===== config.mk =====
export PLATFORM = sky130hd
export DESIGN_NAME = hawk_axi_rd_arb
export DESIGN_NICKNAME = d
export VERILOG_FILES = /design/src/rtl/hawk_axi_rd_arb_pkg.sv /design/src/rtl/hawk_axi_rd_arb_rr.sv /design/src/rtl/hawk_axi_rd_arb.sv
export SDC_FILE = /design/constraint.sdc
export NUM_CORES = 1
export LEC_CHECK = 0
export ABC_AREA = 1
export BUFFER_PORTS_ARGS = -buffer_cell sky130_fd_sc_hd__buf_4
export CAP_MARGIN = 20
export CORE_AREA = 2 2 147 149
export DETAILED_ROUTE_END_ITERATION = 8
export DIE_AREA = 0 0 149 151
export GPL_ROUTABILITY_DRIVEN = 1
export HOLD_SLACK_MARGIN = 0.02
export PLACE_DENSITY = 0.51
export SLEW_MARGIN = 20
export SYNTH_ARGS = -nofsm -noshare
export SYNTH_HDL_FRONTEND = slang
export SYNTH_SLANG_ARGS = --single-unit

===== constraint.sdc =====
create_clock -name clk -period 1.8 [get_ports clk]
set_input_delay 0.27 -clock clk [delete_from_list [all_inputs] [get_ports clk]]
set_output_delay 0.27 -clock clk [all_outputs]
set_load 0.05 [all_outputs]

===== src/rtl/hawk_axi_rd_arb_pkg.sv =====
// Shared types and constants for the hawk DRAM read-channel arbiter.
// One burst in flight at a time; state encodings are plain constants for legacy tools.
package hawk_axi_rd_arb_pkg;

  localparam int unsigned HacdAxi4DataWidth = 64;
  localparam int unsigned HacdAxi4AddrWidth = 32;
  localparam int unsigned HacdAxi4IdWidth   = 4;

  typedef logic [1:0] rd_arb_state_t;

  localparam rd_arb_state_t StIdle   = 2'd0;
  localparam rd_arb_state_t StArSend = 2'd1;
  localparam rd_arb_state_t StRWait  = 2'd2;

  localparam logic GntCpu  = 1'b0;
  localparam logic GntHawk = 1'b1;

  // A beat is inconsistent with arlen if rlast lands anywhere but beat index len.
  function automatic logic len_mismatch(input logic       last,
                                        input logic [7:0] beat_cnt,
                                        input logic [7:0] len);
    if (last) begin
      return beat_cnt != len;
    end
    return beat_cnt == len;
  endfunction

endpackage


===== src/rtl/hawk_axi_rd_arb_rr.sv =====
// Two-input picker between the CPU and hawk AR streams.
// HAWK_PRIO = 1 gives hawk every tie; 0 alternates ties using the last grant.
module hawk_axi_rd_arb_rr
  import hawk_axi_rd_arb_pkg::*;
#(
  parameter int unsigned HAWK_PRIO = 1
) (
  input  logic clk,
  input  logic rst_n,
  input  logic i_en,
  input  logic i_cpu_req,
  input  logic i_hawk_req,
  output logic o_gnt_cpu,
  output logic o_gnt_hawk
);

  logic r_last_grant;
  logic w_pick_hawk;

  always_comb begin
    w_pick_hawk = 1'b0;
    if (i_hawk_req && !i_cpu_req) begin
      w_pick_hawk = 1'b1;
    end else if (i_hawk_req && i_cpu_req) begin
      w_pick_hawk = (HAWK_PRIO != 0) ? 1'b1 : (r_last_grant == GntCpu);
    end
  end

  assign o_gnt_hawk = i_en & w_pick_hawk;
  assign o_gnt_cpu  = i_en & i_cpu_req & ~w_pick_hawk;

  // Starts at hawk so the CPU wins the first round-robin tie.
  always_ff @(posedge clk or negedge rst_n) begin
    if (!rst_n) begin
      r_last_grant <= GntHawk;
    end else if (o_gnt_cpu || o_gnt_hawk) begin
      r_last_grant <= o_gnt_hawk;
    end
  end

endmodule


===== src/rtl/hawk_axi_rd_arb.sv =====
// Merges the CPU stall-bridge and hawk AR streams onto one DRAM AXI4 read master,
// one burst at a time, steering each R burst back to its issuer and flagging bad lengths.
module hawk_axi_rd_arb
  import hawk_axi_rd_arb_pkg::*;
#(
  parameter int unsigned DATA_WIDTH = HacdAxi4DataWidth,
  parameter int unsigned ADDR_WIDTH = HacdAxi4AddrWidth,
  parameter int unsigned ID_WIDTH   = HacdAxi4IdWidth,
  parameter int unsigned HAWK_PRIO  = 1
) (
  input  logic                  clk,
  input  logic                  rst_n,
  // CPU stall bridge
  input  logic [ID_WIDTH-1:0]   i_cpu_arid,
  input  logic [ADDR_WIDTH-1:0] i_cpu_araddr,
  input  logic [7:0]            i_cpu_arlen,
  input  logic [2:0]            i_cpu_arsize,
  input  logic [1:0]            i_cpu_arburst,
  input  logic                  i_cpu_arvalid,
  output logic                  o_cpu_arready,
  output logic [ID_WIDTH-1:0]   o_cpu_rid,
  output logic [DATA_WIDTH-1:0] o_cpu_rdata,
  output logic [1:0]            o_cpu_rresp,
  output logic                  o_cpu_rlast,
  output logic                  o_cpu_rvalid,
  input  logic                  i_cpu_rready,
  // hawk control-unit master
  input  logic [ID_WIDTH-1:0]   i_hawk_arid,
  input  logic [ADDR_WIDTH-1:0] i_hawk_araddr,
  input  logic [7:0]            i_hawk_arlen,
  input  logic [2:0]            i_hawk_arsize,
  input  logic [1:0]            i_hawk_arburst,
  input  logic                  i_hawk_arvalid,
  output logic                  o_hawk_arready,
  output logic [ID_WIDTH-1:0]   o_hawk_rid,
  output logic [DATA_WIDTH-1:0] o_hawk_rdata,
  output logic [1:0]            o_hawk_rresp,
  output logic                  o_hawk_rlast,
  output logic                  o_hawk_rvalid,
  input  logic                  i_hawk_rready,
  // DRAM master
  output logic [ID_WIDTH-1:0]   o_m_axi_arid,
  output logic [ADDR_WIDTH-1:0] o_m_axi_araddr,
  output logic [7:0]            o_m_axi_arlen,
  output logic [2:0]            o_m_axi_arsize,
  output logic [1:0]            o_m_axi_arburst,
  output logic                  o_m_axi_arvalid,
  input  logic                  i_m_axi_arready,
  input  logic [ID_WIDTH-1:0]   i_m_axi_rid,
  input  logic [DATA_WIDTH-1:0] i_m_axi_rdata,
  input  logic [1:0]            i_m_axi_rresp,
  input  logic                  i_m_axi_rlast,
  input  logic                  i_m_axi_rvalid,
  output logic                  o_m_axi_rready,
  // status
  output logic                  o_owner,
  output logic                  o_busy,
  output logic                  o_len_err
);

  typedef struct packed {
    logic [ID_WIDTH-1:0]   id;
    logic [ADDR_WIDTH-1:0] addr;
    logic [7:0]            len;
    logic [2:0]            size;
    logic [1:0]            burst;
  } ar_fields_t;

  rd_arb_state_t r_state, w_state_d;
  ar_fields_t    r_ar, w_ar_d;
  logic          r_owner, w_owner_d;
  logic [7:0]    r_beat_cnt, w_beat_cnt_d;
  logic          r_len_err, w_len_err_d;

  logic w_idle;
  logic w_rwait;
  logic w_gnt_cpu;
  logic w_gnt_hawk;
  logic w_grant;
  logic w_owner_rready;
  logic w_r_hs;

  assign w_idle  = (r_state == StIdle);
  assign w_rwait = (r_state == StRWait);

  // rst_n in the enable keeps both arready low while reset is held.
  hawk_axi_rd_arb_rr #(
    .HAWK_PRIO(HAWK_PRIO)
  ) u_rr (
    .clk       (clk),
    .rst_n     (rst_n),
    .i_en      (w_idle & rst_n),
    .i_cpu_req (i_cpu_arvalid),
    .i_hawk_req(i_hawk_arvalid),
    .o_gnt_cpu (w_gnt_cpu),
    .o_gnt_hawk(w_gnt_hawk)
  );

  assign w_grant        = w_gnt_cpu | w_gnt_hawk;
  assign o_cpu_arready  = w_gnt_cpu;
  assign o_hawk_arready = w_gnt_hawk;

  assign o_m_axi_arid    = r_ar.id;
  assign o_m_axi_araddr  = r_ar.addr;
  assign o_m_axi_arlen   = r_ar.len;
  assign o_m_axi_arsize  = r_ar.size;
  assign o_m_axi_arburst = r_ar.burst;
  assign o_m_axi_arvalid = (r_state == StArSend);

  assign w_owner_rready = r_owner ? i_hawk_rready : i_cpu_rready;
  assign o_m_axi_rready = w_rwait & w_owner_rready;
  assign w_r_hs         = o_m_axi_rready & i_m_axi_rvalid;

  // Payload fans out to both ports; only the owner's rvalid qualifies it.
  assign o_cpu_rid     = i_m_axi_rid;
  assign o_cpu_rdata   = i_m_axi_rdata;
  assign o_cpu_rresp   = i_m_axi_rresp;
  assign o_cpu_rlast   = i_m_axi_rlast;
  assign o_cpu_rvalid  = w_rwait & ~r_owner & i_m_axi_rvalid;
  assign o_hawk_rid    = i_m_axi_rid;
  assign o_hawk_rdata  = i_m_axi_rdata;
  assign o_hawk_rresp  = i_m_axi_rresp;
  assign o_hawk_rlast  = i_m_axi_rlast;
  assign o_hawk_rvalid = w_rwait & r_owner & i_m_axi_rvalid;

  assign o_busy    = ~w_idle | w_grant;
  assign o_owner   = w_grant ? w_gnt_hawk : r_owner;
  assign o_len_err = r_len_err;

  always_comb begin
    w_state_d    = r_state;
    w_ar_d       = r_ar;
    w_owner_d    = r_owner;
    w_beat_cnt_d = r_beat_cnt;
    w_len_err_d  = r_len_err;
    unique case (r_state)
      StIdle: begin
        if (w_grant) begin
          w_owner_d    = w_gnt_hawk;
          w_ar_d.id    = w_gnt_hawk ? i_hawk_arid    : i_cpu_arid;
          w_ar_d.addr  = w_gnt_hawk ? i_hawk_araddr  : i_cpu_araddr;
          w_ar_d.len   = w_gnt_hawk ? i_hawk_arlen   : i_cpu_arlen;
          w_ar_d.size  = w_gnt_hawk ? i_hawk_arsize  : i_cpu_arsize;
          w_ar_d.burst = w_gnt_hawk ? i_hawk_arburst : i_cpu_arburst;
          w_state_d    = StArSend;
        end
      end
      StArSend: begin
        if (i_m_axi_arready) begin
          w_beat_cnt_d = 8'd0;
          w_state_d    = StRWait;
        end
      end
      StRWait: begin
        if (w_r_hs) begin
          w_beat_cnt_d = r_beat_cnt + 8'd1;
          if (len_mismatch(i_m_axi_rlast, r_beat_cnt, r_ar.len)) begin
            w_len_err_d = 1'b1;
          end
          // Only rlast ends the burst, even when the length disagrees.
          if (i_m_axi_rlast) begin
            w_state_d = StIdle;
          end
        end
      end
      default: w_state_d = StIdle;
    endcase
  end

  always_ff @(posedge clk or negedge rst_n) begin
    if (!rst_n) begin
      r_state    <= StIdle;
      r_ar       <= '0;
      r_owner    <= GntCpu;
      r_beat_cnt <= 8'd0;
      r_len_err  <= 1'b0;
    end else begin
      r_state    <= w_state_d;
      r_ar       <= w_ar_d;
      r_owner    <= w_owner_d;
      r_beat_cnt <= w_beat_cnt_d;
      r_len_err  <= w_len_err_d;
    end
  end

endmodule


==> flow_summary.ini <==
[synth]
synth_area_leader_cell = dfrtp_1
ys_warn_count = 0
yosysTopAreaCellShare = 0.374
mappedNetlistArea_um2 = 4080
synth_area_per_cell_um2 = 7.80
syn_nets = 701
ys_ff_latch = 61
ys_seq_area_frac = 0.374
syn_inst = 523
ys_types = 25
yosys-top-cells-area = dfrtp_1 (37%), buf_4 (27%), nand2_1 (12%)

[worst_setup_path]
worst_ep_required_time_ps = 1530
regToRegStartpoint = r_state[1]
crit_fanout = 4
cp.arrival_ps = 1470
crit_type = reg2out
reg2reg_to = o_m_axi_araddr[15]
end_kind = output pin
start_kind = register
r2r_cells = 7
r2r_slack_ps = 190

[drt]
wl_um = 12700
vias = 3294
antenna_left = 0
via_per_inst = 3.97
drt_iter0_markers = 139
drt_pre_antenna_iters = 6
wl_per_cell_um = 15.3
drc = 0

[floorplanning]
io_pins = 377
start_util = 0.196
die_h_um = 151
core_um2 = 20800
die_w_um = 149
dieArea_um2 = 22500
fp-row-count = 53

[timing]
fin_hold_ws_ps = 165
setup-violations-final = 0
slew_violations = 0
worst_slew_pin_slew_ps = 826
relSlewSlack = 0.449
hold_violations = 0
finalWorstSetupSlack_ps = 61.7
period_share = 0.966
rsz0062_at_grt = true
fin_skew_ps = 8.00
fmax_mhz = 575
layout_min_cycle_time_ps = 1740

[finish]
fin_area_um2 = 4970
drive_gt1_frac = 0.373
layout.nets = 729
layout_commonest_cell = buf_4
instances_no_fill = 830
final_cell_mix = buf_4 (174), nand2_1 (130), dfrtp_1 (59)
diodes = 0
area_delta_synth_final_pct = 21.8

[clock_network]
cts.path.max_buffers = 2
tritoncts = yes
cts-htree-levels = 3
cts.clk_slew.worst_paths_ps = 50
clk_latency_ps = 330
cts-root-buf = clkbuf_16
clock-sinks = 61
holdBufCountCts = 0
numCtsBuffers = 9

[power_and_ir_drop]
p_total_mw = 9.50
internal_power_mw = 4.82
pwr-share-comb = 0.551
sw_frac_of_total = 0.493
seq_power_share = 0.264
clkPwrFrac = 0.185
p_sw_mw = 4.69
power.density_nw_per_um2 = 1910
p_leak_nw = 2.33
ir_drop_mv = 0.431

[min_path]
whs_path_depth = 2
hold_path_class = in2reg
holdPathEnd = r_state[0]
hp-start = i_m_axi_arready

[global_route]
grt_antenna_before_repair = 0
grt_pass1_vias = 3200
grt_max_degree = 67
grt.total_usage = 0.110
overflow = 0
grt_pass1_wl_um = 18400

[outcome]
outcome = finished, final reports clean

[placed_design]
gp_congestion = 0.742
post-dp-hpwl_um = 9610
dp_cells = 807
io_buffers = 166
place_ws_ps = 230
placed_cell_area_um2 = 4570

[job]
max_cap_viol_count = 0
state kept, by name, indices dropped and copies added, names as in the netlist:
name and flops:
r_beat_cnt 8, r_state 2, r_owner 1, o_m_axi_arburst 2
o_m_axi_araddr 32, o_m_axi_arlen 8, o_m_axi_arsize 3, o_len_err 1
o_m_axi_arid 4
per-layer routing:
layer / vias to the layer above / track usage / share of wire
met5: - / 0 / 0
met4: 0 / 0.0624 / 0.041
met3: 57 / 0.0557 / 0.10
met2: 187 / 0.169 / 0.47
met1: 1455 / 0.125 / 0.39
li1: 1595 / - / -
power groups by stage:
stage	clock (mW)	sequential, mW	combinational, mW
global placement	0	2.52	5.14
detailed placement	0	2.54	5.17
finish	1.76	2.51	5.24
global route	1.90	2.60	5.60
floorplan	0	4.32	2.47
CTS	1.87	2.52	5.29
final cells by class:
type	count	area, µm²
Fill cell	2347	15900
Sequential cell	61	1530
Multi-Input combinational cell	278	1330
Tap cell	275	344
Inverter	21	78.8
Clock buffer	14	264
Timing Repair Buffer	180	1390
Clock inverter	1	30.0
stage by stage:
stage	util	setup TNS, ps
finish	0.239	0
floorplan	-	-871
detailed placement	0.219	0
CTS	0.238	0
global route	0.239	-27.3
global placement	0.219	0
logic make-up (layout without fill, tap and decap cells):
logic type                 after synthesis  after routing  synth area share
AOI/OAI and AO/OA                       66             66            0.0978
xor gates and xnor gates                 5              5            0.0107
adders and majority gates                1              1           0.00307
buffers and inverters                  184            216             0.309
DFF                                     61             61             0.374
and+or+nand+nor                        206            206             0.205
synthesized netlist by cell type (all sizes together):
| cell type | number |
|---|---|
| o31ai | 1 |
| nor3 | 3 |
| xnor2 | 4 |
| buf | 158 |
| nor2 | 59 |
| clkbuf | 5 |
| ha | 1 |
| xor2 | 1 |
| a31oi | 49 |
| o21ai | 10 |
| nand2 | 133 |
| nand4 | 2 |
| o22ai | 2 |
| inv | 21 |
| dfrtp | 61 |
| a21oi | 3 |
| nand3 | 9 |
| a22oi | 1 |
what timing repair did:
action                     4_1_cts  5_1_grt
setup endpoints to repair        4        4
gates resized for setup          9        3
pin swaps                        3        3
setup buffers                    7        1
critical path, stage by stage, from the launching register on:
cell and delay (ps):
dfrtp_2 430, nor2_4 180, nand3_4 140, buf_6 160, o21ai_2 50, buf_6 170
worst max-delay path by stage:
stage | endpoint | cells after the start | startpoint | slack (ps)
floorplan | o_cpu_rvalid | 4 | r_state[1] | -200
finish | o_owner | 5 | r_state[1] | 60
global placement | o_m_axi_araddr[15] | 6 | r_state[1] | 260
detailed placement | o_m_axi_araddr[15] | 6 | r_state[1] | 230
global route | o_owner | 5 | r_state[1] | -10
CTS | o_owner | 5 | r_state[0] | 8
Power figures use the tool's default switching activity.
